$ cat src/rtl/sc_fifo_pkg.sv
// sc_fifo_pkg: shared sizing and parameter-check helpers for sc_fifo_thresh.
package sc_fifo_pkg;

    // Capacity is the requested depth rounded up to a power of two (6 -> 8).
    function automatic int fifo_cap(input int words);
        return 1 << $clog2(words);
    endfunction

    // Almost-full must be reachable and non-zero; almost-empty must be below full.
    function automatic bit thresh_ok(input int af, input int ae, input int cap);
        return (af >= 1) && (af <= cap) && (ae >= 0) && (ae <= cap - 1);
    endfunction

endpackage

$ cat src/rtl/sc_fifo_ram.sv
// sc_fifo_ram: DATA_WIDTH x 2**ADDR_WIDTH storage, synchronous write,
// asynchronous read so the FIFO head is visible in the same cycle.
module sc_fifo_ram #(
    parameter int DATA_WIDTH = 8,
    parameter int ADDR_WIDTH = 3
) (
    input  logic                  clk,
    input  logic                  we,
    input  logic [ADDR_WIDTH-1:0] waddr,
    input  logic [DATA_WIDTH-1:0] wdata,
    input  logic [ADDR_WIDTH-1:0] raddr,
    output logic [DATA_WIDTH-1:0] rdata
);

    logic [DATA_WIDTH-1:0] mem [2**ADDR_WIDTH];

    // Store the incoming word at the write address.
    // NOTE: storage has no reset; contents are only ever read behind the
    // occupancy count, so clearing it would cost logic for no behaviour.
    always_ff @(posedge clk) begin
        if (we) begin
            mem[waddr] <= wdata;
        end
    end

    assign rdata = mem[raddr];

endmodule

$ cat src/rtl/sc_fifo_thresh.sv
// sc_fifo_thresh: single-clock show-ahead FIFO with registered
// full/empty/almost-full/almost-empty flags.
// Optional macro SC_FIFO_THRESH_ERR_EN adds sticky overflow_o/underflow_o.
module sc_fifo_thresh
    import sc_fifo_pkg::*;
#(
    parameter int DATA_WIDTH   = 8,
    parameter int WORDS_AMOUNT = 8,
    parameter int ADDR_WIDTH   = $clog2(WORDS_AMOUNT),
    parameter int AF_THRESH    = fifo_cap(WORDS_AMOUNT) - 2,
    parameter int AE_THRESH    = 2
) (
    input  logic                  clk_i,
    input  logic                  rst_i,
    input  logic                  wr_i,
    input  logic [DATA_WIDTH-1:0] wr_data_i,
    input  logic                  rd_i,
    output logic [DATA_WIDTH-1:0] rd_data_o,
    output logic [ADDR_WIDTH:0]   used_words_o,
    output logic                  full_o,
    output logic                  empty_o,
    output logic                  almost_full_o,
`ifdef SC_FIFO_THRESH_ERR_EN
    output logic                  almost_empty_o,
    output logic                  overflow_o,
    output logic                  underflow_o
`else
    output logic                  almost_empty_o
`endif
);

    localparam int FIFO_CAP = fifo_cap(WORDS_AMOUNT);

    localparam logic [ADDR_WIDTH:0]   CAP_CNT = (ADDR_WIDTH + 1)'(FIFO_CAP);
    localparam logic [ADDR_WIDTH:0]   AF_CNT  = (ADDR_WIDTH + 1)'(AF_THRESH);
    localparam logic [ADDR_WIDTH:0]   AE_CNT  = (ADDR_WIDTH + 1)'(AE_THRESH);
    localparam logic [ADDR_WIDTH:0]   CNT_ONE = (ADDR_WIDTH + 1)'(1);
    localparam logic [ADDR_WIDTH-1:0] PTR_ONE = ADDR_WIDTH'(1);

    if (!thresh_ok(AF_THRESH, AE_THRESH, FIFO_CAP)) begin : g_bad_thresh
        $error("sc_fifo_thresh: illegal AF_THRESH=%0d / AE_THRESH=%0d for capacity %0d",
               AF_THRESH, AE_THRESH, FIFO_CAP);
    end

    logic [ADDR_WIDTH-1:0] wr_ptr;
    logic [ADDR_WIDTH-1:0] rd_ptr;
    logic [ADDR_WIDTH:0]   count_next;
    logic                  wr_acc;
    logic                  rd_acc;

    // Qualify requests against the current flags and derive the next count.
    always_comb begin
        // NOTE: every output of this block gets a value before any branch,
        // so no path leaves a signal unassigned and no latch is inferred.
        wr_acc     = wr_i && !full_o;
        rd_acc     = rd_i && !empty_o;
        count_next = used_words_o;
        if (wr_acc && !rd_acc) begin
            count_next = used_words_o + CNT_ONE;
        end else if (rd_acc && !wr_acc) begin
            count_next = used_words_o - CNT_ONE;
        end
    end

    // Pointers, count and flags; flags are computed from the next count so
    // they never lag used_words_o.
    // NOTE: state registers use non-blocking assignments so every register
    // samples pre-edge values regardless of statement order.
    always_ff @(posedge clk_i) begin
        if (rst_i) begin
            wr_ptr         <= '0;
            rd_ptr         <= '0;
            used_words_o   <= '0;
            empty_o        <= 1'b1;
            full_o         <= 1'b0;
            almost_empty_o <= 1'b1;
            almost_full_o  <= 1'b0;
        end else begin
            if (wr_acc) begin
                wr_ptr <= wr_ptr + PTR_ONE;
            end
            if (rd_acc) begin
                rd_ptr <= rd_ptr + PTR_ONE;
            end
            used_words_o   <= count_next;
            empty_o        <= (count_next == '0);
            full_o         <= (count_next == CAP_CNT);
            almost_empty_o <= (count_next <= AE_CNT);
            almost_full_o  <= (count_next >= AF_CNT);
        end
    end

`ifdef SC_FIFO_THRESH_ERR_EN
    // Sticky error flags for requests dropped at full or empty.
    always_ff @(posedge clk_i) begin
        if (rst_i) begin
            overflow_o  <= 1'b0;
            underflow_o <= 1'b0;
        end else begin
            if (wr_i && full_o) begin
                overflow_o <= 1'b1;
            end
            if (rd_i && empty_o) begin
                underflow_o <= 1'b1;
            end
        end
    end
`endif

    sc_fifo_ram #(
        .DATA_WIDTH (DATA_WIDTH),
        .ADDR_WIDTH (ADDR_WIDTH)
    ) u_ram (
        .clk   (clk_i),
        .we    (wr_acc),
        .waddr (wr_ptr),
        .wdata (wr_data_i),
        .raddr (rd_ptr),
        .rdata (rd_data_o)
    );

endmodule

$ cat config.mk
export PLATFORM = sky130hd
export DESIGN_NAME = sc_fifo_thresh
export DESIGN_NICKNAME = d
export VERILOG_FILES = /design/src/rtl/sc_fifo_pkg.sv /design/src/rtl/sc_fifo_ram.sv /design/src/rtl/sc_fifo_thresh.sv
export SDC_FILE = /design/constraint.sdc
export NUM_CORES = 1
export LEC_CHECK = 0
export CAP_MARGIN = 20
export CORE_ASPECT_RATIO = 0.5
export CORE_MARGIN = 5
export CORE_UTILIZATION = 60
export DETAILED_ROUTE_END_ITERATION = 8
export PLACE_DENSITY = 0.82
export SLEW_MARGIN = 10
export SYNTH_ARGS = -nofsm -noshare
export SYNTH_HDL_FRONTEND = slang
export SYNTH_SLANG_ARGS = --single-unit
$ cat constraint.sdc
create_clock -name clk_i -period 3.7 [get_ports clk_i]
set_input_delay 0.555 -clock clk_i [delete_from_list [all_inputs] [get_ports clk_i]]
set_output_delay 0.555 -clock clk_i [all_outputs]
set_load 0.02 [all_outputs]
* Word-level counts from Yosys, hierarchy flattened
Memories as Yosys holds them, arrays and structs flattened. A register that Yosys moved wholly into a read port is not among the register bits. Index checks and enable logic that the tools add are counted.
Cells by class: order comparisons 2, eq/ne operators 1, add/sub/neg operators 4, reduce and logical (&&, ||, !) cells 9, muxes and demuxes 6
Operators by type and width (count):
- two-way mux 4 bit | 2
- adder 3 x 1 -> 3 bit, second input constant | 2
- two-way mux 3 bit | 2
- adder 4 x 1 -> 4 bit, second input constant | 1
- == test 4 bit, second input constant | 1
- >= comparator 4 x 3 -> 1 bit, second input constant | 1
- less-or-equal comparator 4 x 2 -> 1 bit, second input constant | 1
- logical AND 1 bit | 4
- zero test 1 bit | 4
- zero test 4 bit | 1
- subtractor 4 x 1 -> 4 bit, second input constant | 1
- two-way mux 1 bit | 2
Storage, ports and cells: memories 1, register bits 14, RAM bits 64, input bits 12
Memory list:
- u_ram.mem | words 8, width 8, rd ports 1, clocked after memory_dff 1, wr ports 1, line sc_fifo_ram.sv:15 | logic [DATA_WIDTH-1:0] mem [2**ADDR_WIDTH];

* Logic depth before layout (Yosys ltp)
Gate-level depths: netlist of the first run.
depth after elaboration 7, mapped depth 7

* By module
A second synthesis of the first run with hierarchy kept.
Second synthesis, totals: cells, all modules 179, area total of the unflattened synthesis 3285.7 um^2
By module, submodules not included:
- sc_fifo_ram | sequential area each 1921.8 um^2, cells each 106, times used 1, area an instance 2531.2 um^2
- sc_fifo_thresh | sequential area each 280.3 um^2, cells each 73, times used 1, area an instance 754.5 um^2

* Least setup slack after synthesis of the first run
No wires, ideal clock.
kind flip-flop to output port, from register (tool-made name), to output port rd_data_o[3], cell stages (with the launch flop) 5, path buffers 2, required time 3.145 ns, setup slack 1.728 ns, arrival 1.417 ns, cell sequence dfxtp_1 -> buf_6 -> buf_12 -> mux4_1 -> mux2_2
RTL lines:
- end: declaration | line sc_fifo_thresh.sv:18 | output logic [DATA_WIDTH-1:0] rd_data_o,

==> impl_results.md, run 1 <==
* Status: completed
* Worst EP required at roughly 3.1 ns
* Syn-to-layout area delta at 16.0%
* HP Start: wr_ptr[0]
* Crit Path Class: reg -> out
* Post-synthesis compound-gate area fraction at 0.0317
* Switching Fraction at 0.268
* Internal power at around 1.6 mW
* Clock root cell: clkbuf_8
* Wirelength per Cell at between 15 and 20 microns
* Final ANT Viol Nets at 0
* Syn. warnings at 0
* Post-Synth Adder-Cell Area at 0.0151
* Xor/xnor share of the synthesized area at 0.0159
* Slew headroom at 0.396
* Synth cell count leaders: 64 x edfxtp_1, 17 x dfxtp_1, 15 x nor2_1, 12 x mux4_1, 10 x mux2_2
* Yosys cell types at 36
* MaxCap Viol Count at 0
* Setup ws final at between 0.6 and 0.7 ns
* Max-slew violation count at 0
* Gates resized, CTS repair at 0
* Hpwl dp at roughly 3600 microns
* Clk buf depth at 2
* Startpoint Class: flop
* H-tree depth at 3
* Pwr/cell area at between 500 and 600 nW/um^2
* Antenna violations before repair at 0
* First-pass DRT Iterations at 4
* Post-synth EDFFs at 64
* Sequential power share at 0.489
* Fmax at around 330 MHz
* Hold bufs inserted after CTS at 0
* Final hold slack at just under 0.5 ns
* Post-DP Area at between 3000 and 4000 sq um
* Syn nets at about 200
* TritonCTS clock tree: done
* Top FF cell, synth: edfxtp_1
* Pre-CTS setup slack at 1.05 ns
* Via count at ~1700
* Post-Syn Instances at between 150 and 200
* Final Critical Period at between 3 and 4 ns
* Comb pwr share at 0.236
* DIE AREA at 7200 sq um
* R2R cell count at 3
* Synth Cell Area at around 3300 sq um
* 1st-iter DRT viols at 71
* Post-Synth Simple-Gate Area at 0.0653
* Post-synth top area share at 0.580
* Initial Util at 0.611
* Clock transition at path regs at approximately 0.080 ns
* Sw power at around 600 uW
* RSZ-0062 raised after global routing: no
* Routed Wire Length at between 5000 and 6000 microns
* Setup violators final at 0
* CP arrival at 2.46 ns
* All-Layer GR Usage at 0.171
* Proportion of layout cells with a drive suffix above 1 at 0.199
* Critical Path Fanout Max at 14
* Max Clock Skew at 0.00525 ns
* WHS Path Cells at 2
* Post-synth ARST share at 0
* Final hold vios at 0
* Ports at 28
* Setup Buffers After CTS at 0
* Num CTS Buffers at 9
* Worst R2R Start: full_o
* Ant. Diodes at 0
* Post-synthesis register bit count at 81
* P_leak at between 1 and 1.5 nW
* Sink Count at just over 80
* Cell with the most instances after synthesis: edfxtp_1
* Crit path capture type: output pin
* Core Region at around 5400 sq um
* Hold WC Path Type: reg -> reg
* Worst VDD drop at between 0.0003 and 0.0004 V
* Routed vias/inst at ~5.7
* Die Span Y at about 63 microns
* Vias in the first global route at approximately 1700
* DRC violations left at 0
* Fin nets at roughly 230
* Setup TNS Final at 0 ns
* Register area share after synthesis at 0.683
* Die Wd at between 100 and 150 microns
* GRT overflow at 0
* Largest net degree at the start of global routing at 17
* Multiplexer share of the synthesized area at 0.166
* Largest family of logic cells by synthesized area: multiplexers
* Port buffer count at 27
* GPL Wtd Cong at between 0.7 and 0.8
* First-pass GRT wire length at between 8000 and 9000 microns
* Clk pwr share at 0.276
* Final instance area at roughly 3800 sq um
* Part of the cycle the worst path needs at 0.814
* FP Rows at 19
* Slew @ Worst Pin at around 0.90 ns
* Worst R2R Setup Slack at 1.86 ns
* Syn_area_per_cell at 18.3 sq um
* Cell accounting for the most synthesized area: edfxtp_1
* Largest cells by area after synthesis: edfxtp_1 58%, dfxtp_1 10%, mux4_1 9.5%
* Total power at 2.23 mW
* Worst-Skew Late Latency at between 0.3 and 0.4 ns
cells by family (layout without fill, tap and decap cells):
| family | after synthesis | in the layout |
|---|---|---|
| AOI/OAI and AO/OA | 10 | 10 |
| xor gates and xnor gates | 6 | 6 |
| adders and majority gates | 4 | 4 |
| buffers and inverters | 12 | 52 |
| DFF | 81 | 81 |
| muxes | 28 | 28 |
| and+or+nand+nor | 40 | 40 |
critical path, cell delays in order (launching register included):
cell             delay (ns)
dfxtp_1                0.40
buf_4                  0.29
mux4_1                 0.61
mux2_2                 0.28
clkdlybuf4s50_1        0.54
routing by layer:
layer,share of wire,track usage,vias up
li1,-,-,772
met1,0.42,0.221,839
met2,0.50,0.262,59
met3,0.077,0.0754,6
met4,0.0072,0.0542,0
met5,0,0,-
registers in the layout (all words and copies together) (netlist names), named ones only:
signal,flops
used_words_o,4
almost_empty_o,1
empty_o,1
almost_full_o,1
full_o,1
wr_ptr,3
rd_ptr,3
u_ram.mem,64
power by group through the flow:
stage / Sequential [mW] / Combinational [mW] / Clock, mW
finish: 1.09 / 0.525 / 0.614
detailed placement: 1.11 / 0.530 / 0
global placement: 1.10 / 0.517 / 0
CTS: 1.09 / 0.532 / 0.637
global route: 1.10 / 0.567 / 0.687
floorplan: 1.12 / 0.360 / 0
worst paths after layout:
path	endpoint
worst max-delay path	rd_data_o[6]
worst min-delay path	wr_ptr[0]
worst max register to register	u_ram.mem[2][1]
worst min register to register	wr_ptr[0]
layout make-up:
type                            count  area [sq um]
Inverter                            5          18.8
Multi-Input combinational cell     88           975
Sequential cell                    81          2260
Timing Repair Buffer               31           300
Tap cell                           73          91.3
Clock buffer                       10           128
Fill cell                         342          1580
Clock inverter                      6          68.8
through the flow:
step | std cells | util
floorplan | 181 | -
global placement | 278 | 0.673
detailed placement | 278 | 0.673
global route | 294 | 0.709
finish | 294 | 0.709
CTS | 294 | 0.709
placed cells by master (no fill, tap or decap), types with 2 or more instances in the layout:
master	count
a21oi_1	3
mux4_2	4
buf_4	4
clkbuf_8	9
xor2_1	3
nand2_1	9
clkdlybuf4s50_1	27
nor2_1	15
ha_1	4
mux2_2	10
and3_1	2
a22oi_4	2
clkinv_4	3
mux4_1	12
nor2b_1	2
edfxtp_1	64
inv_1	4
nor3_1	3
nand2b_1	3
xnor2_1	3
dfxtp_1	17
Power figures use the tool's default switching activity.
==> run 2, diff against run 1 <==
CORE_UTILIZATION = 57   (was 60)
PLACE_DENSITY = 0.79   (was 0.82)
clock period = 2.8 ns   (was 3.7 ns; I/O delays follow)
==> run 2 against run 1 <==
Sequential power increased by 31%. Flip-flop and latch count unchanged. Clock power grew 79%. Worst hold slack improved by 0.0039 ns. Power grew 47%. Cell count rose by 2.4%. Highest routed layer unchanged.
==> impl_results.md, run 2 (synthesis gave the netlist of run 1 again) <==
* First-pass GRT wire length at around 9700 microns
* GPL Wtd Cong at around 0.75
* P_leak at approximately 1.4 nW
* Largest registers: u_ram.mem x64, used_words_o x4
* TritonCTS clock tree: done
* Fmax at about 370 MHz
* Antenna violations before repair at 0
* Routed Wire Length at about 5900 microns
* Clk buf depth at 2
* Largest net degree at the start of global routing at 17
* Worst EP required at around 2.4 ns
* Port buffer count at 27
* Commonest non-fill, non-tap cell in the layout: edfxtp_1
* Die Span Y at roughly 64 microns
* DRC violations left at 0
* Hold WC Path Type: reg -> reg
* Worst-Skew Late Latency at around 0.33 ns
* MaxCap Viol Count at 0
* Crit Path Class: reg -> out
* Most frequent cells in the layout: 64 x edfxtp_1, 26 x clkdlybuf4s50_1, 17 x dfxtp_1
* Core Region at about 5600 sq um
* Num CTS Buffers at 9
* Post-DP Area at approximately 3700 sq um
* Max Clock Skew at about 0.0061 ns
* Crit path capture type: output pin
* R2R cell count at 5
* All-Layer GR Usage at 0.175
* CP arrival at roughly 2.3 ns
* Pwr/cell area at 816 nW/um^2
* 1st-iter DRT viols at 94
* Most flop-heavy register: u_ram.mem
* Hpwl dp at between 3000 and 4000 microns
* CP Cell Sequence: buf_8, mux4_1, mux2_2, clkdlybuf4s50_1
* Status: completed
* Worst VDD drop at ~0.00077 V
* Setup violators final at 0
* Slowest CP cell: mux4_1
* Via count at approximately 1700
* Final instance area at around 4000 sq um
* Proportion of layout cells with a drive suffix above 1 at 0.224
* Clock transition at path regs at 0.06 ns
* DIE AREA at 7530 sq um
* Initial Util at 0.596
* Max FFs per register at 64
* Ports at 28
* Critical Path Fanout Max at 16
* GRT overflow at 0
* Die Wd at between 100 and 150 microns
* Slew headroom at 0.661
* Clock root cell: clkbuf_16
* WHS Path Cells at 2
* Routed vias/inst at around 5.7
* FP Rows at 19
* First-pass DRT Iterations at 4
* Hold bufs inserted after CTS at 0
* Setup Buffers After CTS at 0
* Part of the cycle the worst path needs at 0.977
* Fin nets at 240
* Final hold vios at 0
* Startpoint Class: flop
* Final Critical Period at 2.73 ns
* H-tree depth at 3
* Syn-to-layout area delta at 20.6%
* Final ANT Viol Nets at 0
* Slew @ Worst Pin at 0.508 ns
* Sink Count at 81
* Max-slew violation count at 0
* RSZ-0062 raised after global routing: no
* Ant. Diodes at 0
* CP peak stage delay at around 0.58 ns
* Gates resized, CTS repair at 3
* Setup TNS Final at 0 ns
* Vias in the first global route at approximately 1800
* Wirelength per Cell at 19.6 microns
-- run 2: cell count changes in the layout (fill, tap and decap cells not counted) --
cell | previous run | this run
clkbuf_16 | 0 | 9
clkbuf_8 | 9 | 0
buf_4 | 4 | 11
clkinv_4 | 3 | 1
buf_8 | 0 | 1
clkbuf_1 | 1 | 0
clkdlybuf4s50_1 | 27 | 26
clkinv_1 | 0 | 1
clkinv_2 | 1 | 2
dlygate4sd2_1 | 0 | 1
-- run 2: layout make-up --
cell class	instances	area, sq um
clock buffer	9	225
clock inverter	6	60.1
fill	357	1560
inverter	5	18.8
multi-input combinational	88	975
sequential	81	2260
tap	73	91.3
timing repair buffer	39	367
-- run 2: final timing paths --
path	start	end	slack [ns]
worst max register to register	used_words_o[0]	empty_o	1.09
worst min-delay path	wr_ptr[0]	wr_ptr[0]	0.49
worst min register to register	wr_ptr[0]	wr_ptr[0]	0.49
worst max-delay path	flop	rd_data_o[3]	0.07
-- run 2: per-stage QoR --
stage / cells / util / worst slack, ns / total power, mW / hold slack, ns
finish: 301 / 0.719 / 0.0656 / 3.26 / 0.494
global route: 301 / 0.719 / 0.00655 / 3.42 / 0.520
CTS: 301 / 0.719 / 0.0407 / 3.30 / 0.492
detailed placement: 286 / 0.666 / 0.334 / 2.18 / 0.484
global placement: 286 / 0.666 / 0.406 / 2.15 / 0.473
floorplan: 181 / - / 0.963 / 1.96 / 0.462
-- run 2: critical path: cells and delay by family, from the launching register on --
kind	cells	cell delay [ns]
buf+inv	2	0.75
mux	2	0.87
flops	1	0.36
-- run 2: power breakdown --
group	switching [mW]	total [mW]	internal, mW
Sequential	0.0542	1.43	1.38
Combinational	0.357	0.730	0.373
Clock	0.425	1.10	0.679
-- run 2: metal layers --
layer / wire length [microns] / GRT usage
met2: 2890 / 0.280
met1: 2500 / 0.217
met3: 424 / 0.0731
met4: 75 / 0.0658
met5: 0 / 0
